### config.mk
export PLATFORM = sky130hd
export DESIGN_NAME = pwm_stress_sequencer_flat
export DESIGN_NICKNAME = d
export VERILOG_FILES = /design/src/rtl/pwm_seq_pkg.sv /design/src/rtl/pwm_stress_sequencer_if.sv /design/src/rtl/pwm_phase_gen.sv /design/src/rtl/pwm_stress_sequencer.sv /design/src/flat_wrapper.sv
export SDC_FILE = /design/constraint.sdc
export NUM_CORES = 1
export LEC_CHECK = 0
export CORE_MARGIN = 5
export CORE_UTILIZATION = 45
export DETAILED_ROUTE_END_ITERATION = 16
export PLACE_DENSITY = 0.68
export SETUP_SLACK_MARGIN = 0.05
export SKIP_LAST_GASP = 1
export SYNTH_ARGS = -nofsm -noshare
export SYNTH_HDL_FRONTEND = slang
export SYNTH_SLANG_ARGS = --single-unit
export TNS_END_PERCENT = 30
### constraint.sdc
create_clock -name clk -period 9.6 [get_ports clk]
set_input_delay 1.92 -clock clk [delete_from_list [all_inputs] [get_ports clk]]
set_output_delay 1.92 -clock clk [all_outputs]
set_load 0.05 [all_outputs]
### src/rtl/pwm_seq_pkg.sv
// Shared types and helpers for the PWM stress sequencer.
package pwm_seq_pkg;

    localparam int unsigned CNT_W       = 32;
    localparam int unsigned NUM_SIGNALS = 4;

    typedef enum logic {
        IDLE = 1'b0,
        RUN  = 1'b1
    } seq_state_e;

    typedef struct packed {
        logic [CNT_W-1:0]       counter_max;
        logic [CNT_W-1:0]       counter_high_max;
        logic [NUM_SIGNALS-1:0] mask;
    } pwm_cfg_t;

    // Period must be non-empty and the high time may not exceed it.
    function automatic logic cfg_ok(pwm_cfg_t c);
        return (c.counter_max != '0) && (c.counter_high_max <= c.counter_max);
    endfunction

endpackage

### src/rtl/pwm_stress_sequencer_if.sv
// Register-file facing bundle of the PWM stress sequencer: config, controls, status and the PWM bus.
interface pwm_stress_sequencer_if #(
    parameter int unsigned num_signals = 4
);
    import pwm_seq_pkg::*;

    logic [CNT_W-1:0]       cfg_counter_max;
    logic [CNT_W-1:0]       cfg_counter_high_max;
    logic [CNT_W-1:0]       cfg_num_periods;
    logic [num_signals-1:0] cfg_signal_mask;
    logic                   cfg_update;
    logic                   start;
    logic                   abort;

    logic [num_signals-1:0] out_bus;
    logic                   busy;
    logic                   done;
    logic                   aborted;
    logic                   cfg_error;
    logic [CNT_W-1:0]       periods_done;

    modport master (
        output cfg_counter_max, cfg_counter_high_max, cfg_num_periods, cfg_signal_mask,
        output cfg_update, start, abort,
        input  out_bus, busy, done, aborted, cfg_error, periods_done
    );

    modport slave (
        input  cfg_counter_max, cfg_counter_high_max, cfg_num_periods, cfg_signal_mask,
        input  cfg_update, start, abort,
        output out_bus, busy, done, aborted, cfg_error, periods_done
    );

endinterface

### src/rtl/pwm_phase_gen.sv
// Phase counter 0..M-1 with period-end strobe and the high/low level of the upcoming cycle.
module pwm_phase_gen
    import pwm_seq_pkg::*;
(
    input  logic             clk,
    input  logic             reset,
    input  logic             enable,
    input  logic             restart,
    input  logic [CNT_W-1:0] counter_max,
    input  logic [CNT_W-1:0] counter_high_nxt,
    output logic             period_end_c,
    output logic             level_nxt_c
);

    logic [CNT_W-1:0] phase;
    logic [CNT_W-1:0] phase_nxt_c;

    // Strict less-than keeps H=0 constant low without any H-1 underflow.
    assign period_end_c = enable && (phase == counter_max - CNT_W'(1));
    assign phase_nxt_c  = (restart || period_end_c) ? '0 : phase + CNT_W'(1);
    assign level_nxt_c  = phase_nxt_c < counter_high_nxt;

    always_ff @(posedge clk) begin
        if (reset) begin
            phase <= '0;
        end else if (restart || enable) begin
            phase <= phase_nxt_c;
        end
    end

endmodule

### src/rtl/pwm_stress_sequencer.sv
// Run controller: validates config, runs N PWM periods on the masked bus and swaps config only on period boundaries.
module pwm_stress_sequencer
    import pwm_seq_pkg::*;
#(
    parameter int unsigned num_signals = NUM_SIGNALS
) (
    input  logic                  clk,
    input  logic                  reset,
    pwm_stress_sequencer_if.slave bus
);

    seq_state_e       state;
    pwm_cfg_t         active;
    pwm_cfg_t         pending;
    logic             pending_valid;
    logic [CNT_W-1:0] num_periods;

    pwm_cfg_t cfg_in;
    pwm_cfg_t upd_cfg;
    pwm_cfg_t cfg_nxt;
    logic     upd_valid;
    logic     start_ok_c;
    logic     apply_c;
    logic     last_period_c;
    logic     run_nxt_c;
    logic     period_end_c;
    logic     level_nxt_c;

    // An update arriving on the period-end cycle itself takes part in that boundary.
    always_comb begin
        cfg_in.counter_max      = bus.cfg_counter_max;
        cfg_in.counter_high_max = bus.cfg_counter_high_max;
        cfg_in.mask             = NUM_SIGNALS'(bus.cfg_signal_mask);
        upd_cfg                 = pending;
        upd_valid               = pending_valid;
        if (bus.cfg_update) begin
            upd_cfg   = cfg_in;
            upd_valid = 1'b1;
        end

        start_ok_c    = (state == IDLE) && bus.start && !bus.abort && cfg_ok(cfg_in)
                        && (bus.cfg_num_periods != '0);
        last_period_c = period_end_c && (bus.periods_done + CNT_W'(1) == num_periods);
        apply_c       = period_end_c && !bus.abort && upd_valid && cfg_ok(upd_cfg);
        run_nxt_c     = start_ok_c || ((state == RUN) && !bus.abort && !last_period_c);

        cfg_nxt = active;
        if (start_ok_c) begin
            cfg_nxt = cfg_in;
        end else if (apply_c) begin
            cfg_nxt = upd_cfg;
        end
    end

    pwm_phase_gen u_phase_gen (
        .clk              (clk),
        .reset            (reset),
        .enable           (state == RUN),
        .restart          (start_ok_c),
        .counter_max      (active.counter_max),
        .counter_high_nxt (cfg_nxt.counter_high_max),
        .period_end_c     (period_end_c),
        .level_nxt_c      (level_nxt_c)
    );

    always_ff @(posedge clk) begin
        if (reset) begin
            state            <= IDLE;
            active           <= '0;
            pending          <= '0;
            pending_valid    <= 1'b0;
            num_periods      <= '0;
            bus.out_bus      <= '0;
            bus.busy         <= 1'b0;
            bus.done         <= 1'b0;
            bus.aborted      <= 1'b0;
            bus.cfg_error    <= 1'b0;
            bus.periods_done <= '0;
        end else begin
            bus.done    <= 1'b0;
            bus.aborted <= 1'b0;
            bus.busy    <= run_nxt_c;
            bus.out_bus <= run_nxt_c ? (num_signals'(cfg_nxt.mask) & {num_signals{level_nxt_c}}) : '0;
            active      <= cfg_nxt;

            case (state)
                IDLE: begin
                    if (bus.start && !bus.abort) begin
                        if (start_ok_c) begin
                            state            <= RUN;
                            num_periods      <= bus.cfg_num_periods;
                            bus.periods_done <= '0;
                            bus.cfg_error    <= 1'b0;
                            pending_valid    <= 1'b0;
                        end else begin
                            bus.cfg_error <= 1'b1;
                        end
                    end
                end
                RUN: begin
                    if (period_end_c) begin
                        bus.periods_done <= bus.periods_done + CNT_W'(1);
                    end
                    if (bus.abort) begin
                        state         <= IDLE;
                        bus.aborted   <= 1'b1;
                        pending_valid <= 1'b0;
                    end else if (period_end_c) begin
                        pending_valid <= 1'b0;
                        if (upd_valid && !cfg_ok(upd_cfg)) begin
                            bus.cfg_error <= 1'b1;
                        end
                        if (last_period_c) begin
                            state    <= IDLE;
                            bus.done <= 1'b1;
                        end
                    end else if (bus.cfg_update) begin
                        pending       <= cfg_in;
                        pending_valid <= 1'b1;
                    end
                end
                default: state <= IDLE;
            endcase
        end
    end

endmodule

### src/flat_wrapper.sv
// flat-port wrapper written by rule: the top's interface ports become plain ports
module pwm_stress_sequencer_flat import pwm_seq_pkg::*;
#(
    parameter int unsigned num_signals = NUM_SIGNALS
)
  (clk, reset, bus_cfg_counter_max, bus_cfg_counter_high_max, bus_cfg_num_periods, bus_cfg_signal_mask, bus_cfg_update, bus_start, bus_abort, bus_out_bus, bus_busy, bus_done, bus_aborted, bus_cfg_error, bus_periods_done);
  pwm_stress_sequencer_if #(.num_signals(num_signals)) bus_i ();
  input  logic clk;
  input  logic reset;
  input wire logic [$bits(bus_i.cfg_counter_max)-1:0] bus_cfg_counter_max;
  input wire logic [$bits(bus_i.cfg_counter_high_max)-1:0] bus_cfg_counter_high_max;
  input wire logic [$bits(bus_i.cfg_num_periods)-1:0] bus_cfg_num_periods;
  input wire logic [$bits(bus_i.cfg_signal_mask)-1:0] bus_cfg_signal_mask;
  input wire logic [$bits(bus_i.cfg_update)-1:0] bus_cfg_update;
  input wire logic [$bits(bus_i.start)-1:0] bus_start;
  input wire logic [$bits(bus_i.abort)-1:0] bus_abort;
  output wire logic [$bits(bus_i.out_bus)-1:0] bus_out_bus;
  output wire logic [$bits(bus_i.busy)-1:0] bus_busy;
  output wire logic [$bits(bus_i.done)-1:0] bus_done;
  output wire logic [$bits(bus_i.aborted)-1:0] bus_aborted;
  output wire logic [$bits(bus_i.cfg_error)-1:0] bus_cfg_error;
  output wire logic [$bits(bus_i.periods_done)-1:0] bus_periods_done;
  assign bus_i.cfg_counter_max = bus_cfg_counter_max;
  assign bus_i.cfg_counter_high_max = bus_cfg_counter_high_max;
  assign bus_i.cfg_num_periods = bus_cfg_num_periods;
  assign bus_i.cfg_signal_mask = bus_cfg_signal_mask;
  assign bus_i.cfg_update = bus_cfg_update;
  assign bus_i.start = bus_start;
  assign bus_i.abort = bus_abort;
  assign bus_out_bus = bus_i.out_bus;
  assign bus_busy = bus_i.busy;
  assign bus_done = bus_i.done;
  assign bus_aborted = bus_i.aborted;
  assign bus_cfg_error = bus_i.cfg_error;
  assign bus_periods_done = bus_i.periods_done;
  pwm_stress_sequencer #(.num_signals(num_signals)) u_core (.clk(clk), .reset(reset), .bus(bus_i));
endmodule
* After elaboration in Yosys (flattened, before gate mapping)
Cells that the tools add are included.
Cells by class: add/sub/neg operators 3, muxes and demuxes 28, bitwise logic cells 5, magnitude comparators 3, equal/unequal tests 7, reductions and logical operators 33
Operator list (count):
- $mux 68 | 3
- $mux 32 | 4
- $reduce_bool 32->1 | 3
- $add 32x1->32 const B | 2
- $eq 32x32->1 | 2
- $le 32x32->1 | 2
- $pmux 32 s2 | 1
- $lt 32x32->1 | 1
- $sub 32x1->32 const B | 1
- $mux 1 | 17
- $logic_and 1x1->1 | 15
- $ne 2x2->1 const B | 5
- $reduce_and 3->1 | 3
- $pmux 1 s2 | 3
- $and 4x4->4 | 1
- $not 1->1 | 4
- $reduce_and 4->1 | 1
- $reduce_or 2->1 | 2
- $reduce_or 4->1 | 1
- $logic_not 1->1 | 3
- $logic_or 1x1->1 | 3
- $reduce_and 2->1 | 1
- $reduce_bool 2->1 | 1
Storage, ports and cells: logic and storage cells 95, flip-flop bits (word level) 242, bits of input ports 105, output and inout port bits 40

* Depth between registers and ports, before layout
depth in word-level cells 10, mapped depth 28, mapped depth without buffers 23

* By module
A second synthesis with hierarchy kept.
Unflattened totals: cell total of the unflattened synthesis 2120, area total of the unflattened synthesis 17227.8 µm²
Modules (own cells, without submodules):
- pwm_stress_sequencer | cells an instance 1511, instances 1, sequential area each 4204.0 µm², area an instance 12836.1 µm²
- pwm_phase_gen | cells an instance 609, instances 1, sequential area each 640.6 µm², area an instance 4391.7 µm²

* Worst setup path before layout
Ideal clock, no wire load.
kind input to register, start point input port bus_cfg_update, end point register u_core.bus.out_bus[0], arrival time 7.989 ns, buffers on the path 5, stages 26, data required time 9.508 ns, setup time 0.092 ns, slack 1.519 ns, path through clkbuf_1 > clkbuf_1 > buf_1 > mux2_2 > inv_1 > ha_1 > nor2b_1 > o211ai_1 > a2111oi_0 > o311ai_0 > nand2_1 > or2_2 > buf_1 > nor3_4 > buf_4 > mux2_2 > mux2i_1 > ha_1 > and4_1 > a21oi_1 > nand2_1 > a221oi_1 > o21ai_0 > or3_1 > o311a_1 > nor4_1
Between the ends: cells in the longest elaborated chain, start to end 8, elaborated cells on any way between the ends 11, classes of those cells order compare (2); mux (4); bitwise (1); reduce/logical (4)
RTL lines:
- start, declared | RTL line flat_wrapper.sv:14 | input wire logic [$bits(bus_i.cfg_update)-1:0] bus_cfg_update;
- $mux 68
- $le 32x32->1 / $reduce_bool 32->1 (equally long branches) | RTL line pwm_seq_pkg.sv:20 | return (c.counter_max != '0) && (c.counter_high_max <= c.counter_max);
- $logic_and 1x1->1 | RTL line pwm_seq_pkg.sv:20
- $logic_and 1x1->1 | RTL line pwm_stress_sequencer.sv:44 | apply_c = period_end_c && !bus.abort && upd_valid && cfg_ok(upd_cfg);
- $mux 68 (*) | RTL line pwm_stress_sequencer.sv:50 | end else if (apply_c) begin
- $mux 68 (*) | RTL line pwm_stress_sequencer.sv:48 | if (start_ok_c) begin
- $lt 32x32->1 | RTL line pwm_phase_gen.sv:21 | assign level_nxt_c = phase_nxt_c < counter_high_nxt;
- $and 4x4->4 (*) | RTL line pwm_stress_sequencer.sv:83 | bus.out_bus <= run_nxt_c ? (num_signals'(cfg_nxt.mask) & {num_signals{level_nxt_c}}) : '0;
- end signal, assigned | RTL line pwm_stress_sequencer.sv:83
- end, declared | RTL line pwm_stress_sequencer_if.sv:31 | output out_bus, busy, done, aborted, cfg_error, periods_done
Every way passes the cells marked *; elsewhere a longest branch is shown, timed or not. The select of a mux whose other input is x is not followed. A chain may end at the register's enable or synchronous reset.

==> impl_metrics.yaml <==
yosys:
  synth-compound-area-share_pct: 16.6
  synth-simple-area-share_pct: 25.7
  synth_top_family_by_area: "simple AND/OR/NAND/NOR gates"
  synth_ff_type: "dfxtp_1"
  synth_edf_count: 0
  syn_avg_cell_area_um2: 7.78
  synthAdderAreaFrac_pct: 7.52
  synthMuxAreaShare_pct: 9.04
  synthArstFlopShare_pct: 0
  syn_inst: 2096
  ys_ff_latch: 242
  netlist-cell-type-count: 76
  yosys_warnings: 0
  synth_nets: 2299
  yosys.area_share.xor_xnor_pct: 6.18
  syn_area_um2: 16300
  ys_seq_area_share_pct: 29.7
sta:
  holdWs_ps: 450
  final.period_utilization_pct: 83.7
  fmax_mhz: 124
  slew_headroom_pct: 15.8
  rsz0062_at_grt: "no"
  period_minus_slack_ps: 8030
  final.setup.tns_ps: 0
  setup_viol: 0
  finalWorstSetupSlack_ps: 1570
  timing_max_transition_violations_final: 0
  worst_pin_slew_ps: 1260
  finalHoldViolCount: 0
  finalClockSkew_ps: 18.3
power_and_ir_drop:
  peakVddDrop_uv: 125
  p_sw_share_pct: 29.5
  sequentialPowerShare_pct: 39.1
  p_per_area_nw_per_um2: 144
  p_leak_nw: 7.07
  clkPwrFrac_pct: 41.5
  intPower_mw: 1.92
  p_switching_uw: 803
  pwr-share-comb_pct: 19.5
worst_setup_path:
  criticalPathCategory: "in2reg"
  crit_path_end_kind: "register"
  cp_max_fo: 51
  reg2reg_depth: 22
  cp.required_ps: 10070
  startpoint_type: "primary input"
  arrival_ps: 8500
floorplan:
  die-width_um: 200
  die_h_um: 200
  core-area_um2: 35700
  rows: 69
  start_util_pct: 45.7
  pin_count: 145
  dieArea_um2: 40100
place:
  gp_congestion: 0.935
  place_ws_ps: 1100
  hpwl_um: 41800
  portBuffers: 144
  dpl-instance-area_um2: 17900
min_path:
  hold_path_depth: 2
  hold_path.class: "reg2reg"
clocking:
  ctsHoldBuffers: 0
  h-tree-depth: 1
  clock_latency_ps: 570
  cts_tree: "built"
  cts.sinks: 242
  clk_pin_slew_ps: 60
  post_cts_resized: 0
  clk_path_buf_depth: 3
  cts_root_buf: "clkbuf_16"
  cts_buffers: 29
  cts_setup_buffers: 0
global_route:
  antenna_found_initial: 0
  grt_pass1_wl_um: 87600
  grt_max_degree: 98
  track_usage_pct: 26.7
  grt_pass1_vias: 15207
  overflow: 0
finish:
  final_area_um2: 18900
  final_common_cell: "nand2_1"
  final_nets: 2353
  synthToLayoutAreaGrowth_pct: 16.0
  drive_above_1_share_pct: 8.07
  most-common-layout-cells: "nand2_1, dfxtp_1, a21oi_1"
  antenna_cells: 0
  fillCellCount: 3419
detailed_routing:
  totalWireLength_um: 56400
  drtIter0Drc: 1491
  wire_per_inst_um: 21.4
  ant_nets: 0
  dr_total_vias: 16192
  dr.pass1.iters: 5
  drc_errors: 0
  avgViaCountPerCell: 6.16
status:
  outcome: "complete, no violations"
flow_run:
  cap_violations: 0
==> path summary, 6_finish.rpt <==
kind | from | end | slack, ps
max | bus_cfg_update | u_core.bus.out_bus[1]$_SDFF_PP0_ | 1570
min | u_core.pending[5]$_SDFFE_PP0P_ | u_core.pending[5]$_SDFFE_PP0P_ | 450
max reg2reg | u_core.active[41]$_SDFFE_PP0P_ | u_core.bus.out_bus[1]$_SDFF_PP0_ | 2910
min reg2reg | u_core.pending[5]$_SDFFE_PP0P_ | u_core.pending[5]$_SDFFE_PP0P_ | 450
==> power groups by stage <==
stage          clock [mW]  combinational [mW]  sequential [mW]
6_report             1.13               0.529             1.06
5_1_grt              1.18               0.573             1.06
4_1_cts              1.14               0.520             1.06
3_5_place_dp            0               0.517             1.08
3_3_place_gp            0               0.509             1.08
2_1_floorplan           0               0.339             1.08
==> worst max-delay path, stage by stage <==
cell      delay, ps
buf_4           500
buf_4           360
mux2_2          410
ha_1            330
nand4_1         130
nor4_1          310
nor3b_1         470
a21oi_1         140
or2_2           500
nor3_4          580
buf_4           430
mux2_2          380
mux2i_1         190
ha_1            290
a21o_1          160
a21oi_1         140
nor2b_1          60
o21ai_0         140
nand2b_1         70
a21oi_1         160
o221ai_1        130
o211ai_1        120
nand2b_1        210
nor4_1          340
==> logic make-up after synthesis <==
kind of cell               after synthesis
AOI/OAI and AO/OA                      456
xor gates and xnor gates               115
adders and majority gates               98
buffers and inverters                  215
DFF                                    242
muxes                                  137
and+or+nand+nor                        833
==> cells in the mapped netlist, drive strengths merged (6+ instances only) <==
| master | count | share of area, % |
|---|---|---|
| nand4 | 42 | 1.6 |
| nor4 | 75 | 3.0 |
| and4 | 11 | 0.59 |
| nor3b | 6 | 0.28 |
| and2 | 14 | 0.54 |
| or4 | 12 | 0.58 |
| or3 | 33 | 1.3 |
| o21a | 6 | 0.28 |
| inv | 71 | 1.6 |
| nor4b | 6 | 0.45 |
| a21o | 13 | 0.60 |
| a211oi | 24 | 1.1 |
| a31oi | 10 | 0.38 |
| a22oi | 20 | 0.92 |
| clkbuf | 105 | 2.4 |
| nand2 | 257 | 5.9 |
| o311ai | 6 | 0.32 |
| o21ai | 78 | 2.4 |
| buf | 38 | 1.2 |
| nand2b | 13 | 0.50 |
| o211ai | 8 | 0.37 |
| nor3 | 36 | 1.2 |
| nand3b | 18 | 0.83 |
| nor2 | 172 | 4.0 |
| mux2i | 56 | 3.4 |
| and3 | 27 | 1.0 |
| xor2 | 36 | 1.9 |
| mux2 | 81 | 5.6 |
| a2111oi | 7 | 0.49 |
| ha | 98 | 7.5 |
| xnor2 | 79 | 4.2 |
| dfxtp | 242 | 30 |
| nor2b | 17 | 0.65 |
| nand3 | 82 | 2.5 |
| a21oi | 239 | 7.3 |
| o31ai | 9 | 0.50 |
==> cell type report <==
cell class                 instances  area, um^2  share of cell area, %
inverter                          72         270                   1.43
clock buffer                      37         816                   4.32
sequential                       242        4840                   25.6
multi-input combinational       1639       10600                   56.3
tap                              461         577                   3.05
timing repair buffer             166        1610                   8.49
clock inverter                    12         149                  0.788
==> flip-flops by register name, indices dropped and copies added, names as in the netlist <==
register                  cells
u_core.active                68
u_core.bus.aborted            1
u_core.bus.busy               1
u_core.bus.cfg_error          1
u_core.bus.done               1
u_core.bus.out_bus            4
u_core.bus.periods_done      32
u_core.num_periods           32
u_core.pending               68
u_core.pending_valid          1
u_core.state                  1
u_core.u_phase_gen.phase     32
==> metal layers <==
layer	wire length (um)	part of all wire (%)	GRT usage, %
met1	26000	46	39.1
met2	24300	43	40.8
met3	4620	8.2	4.33
met4	1410	2.5	6.91
met5	0	0	0
==> metrics by stage <==
step                power [mW]  utilization, %  std cells
global route              2.82            53.0       2629
finish                    2.72            53.0       2629
CTS                       2.73            53.0       2629
floorplan                 1.42               -       2096
global placement          1.59            50.3       2580
detailed placement        1.60            50.3       2580
Note: power is estimated with default switching activity, not from simulation.
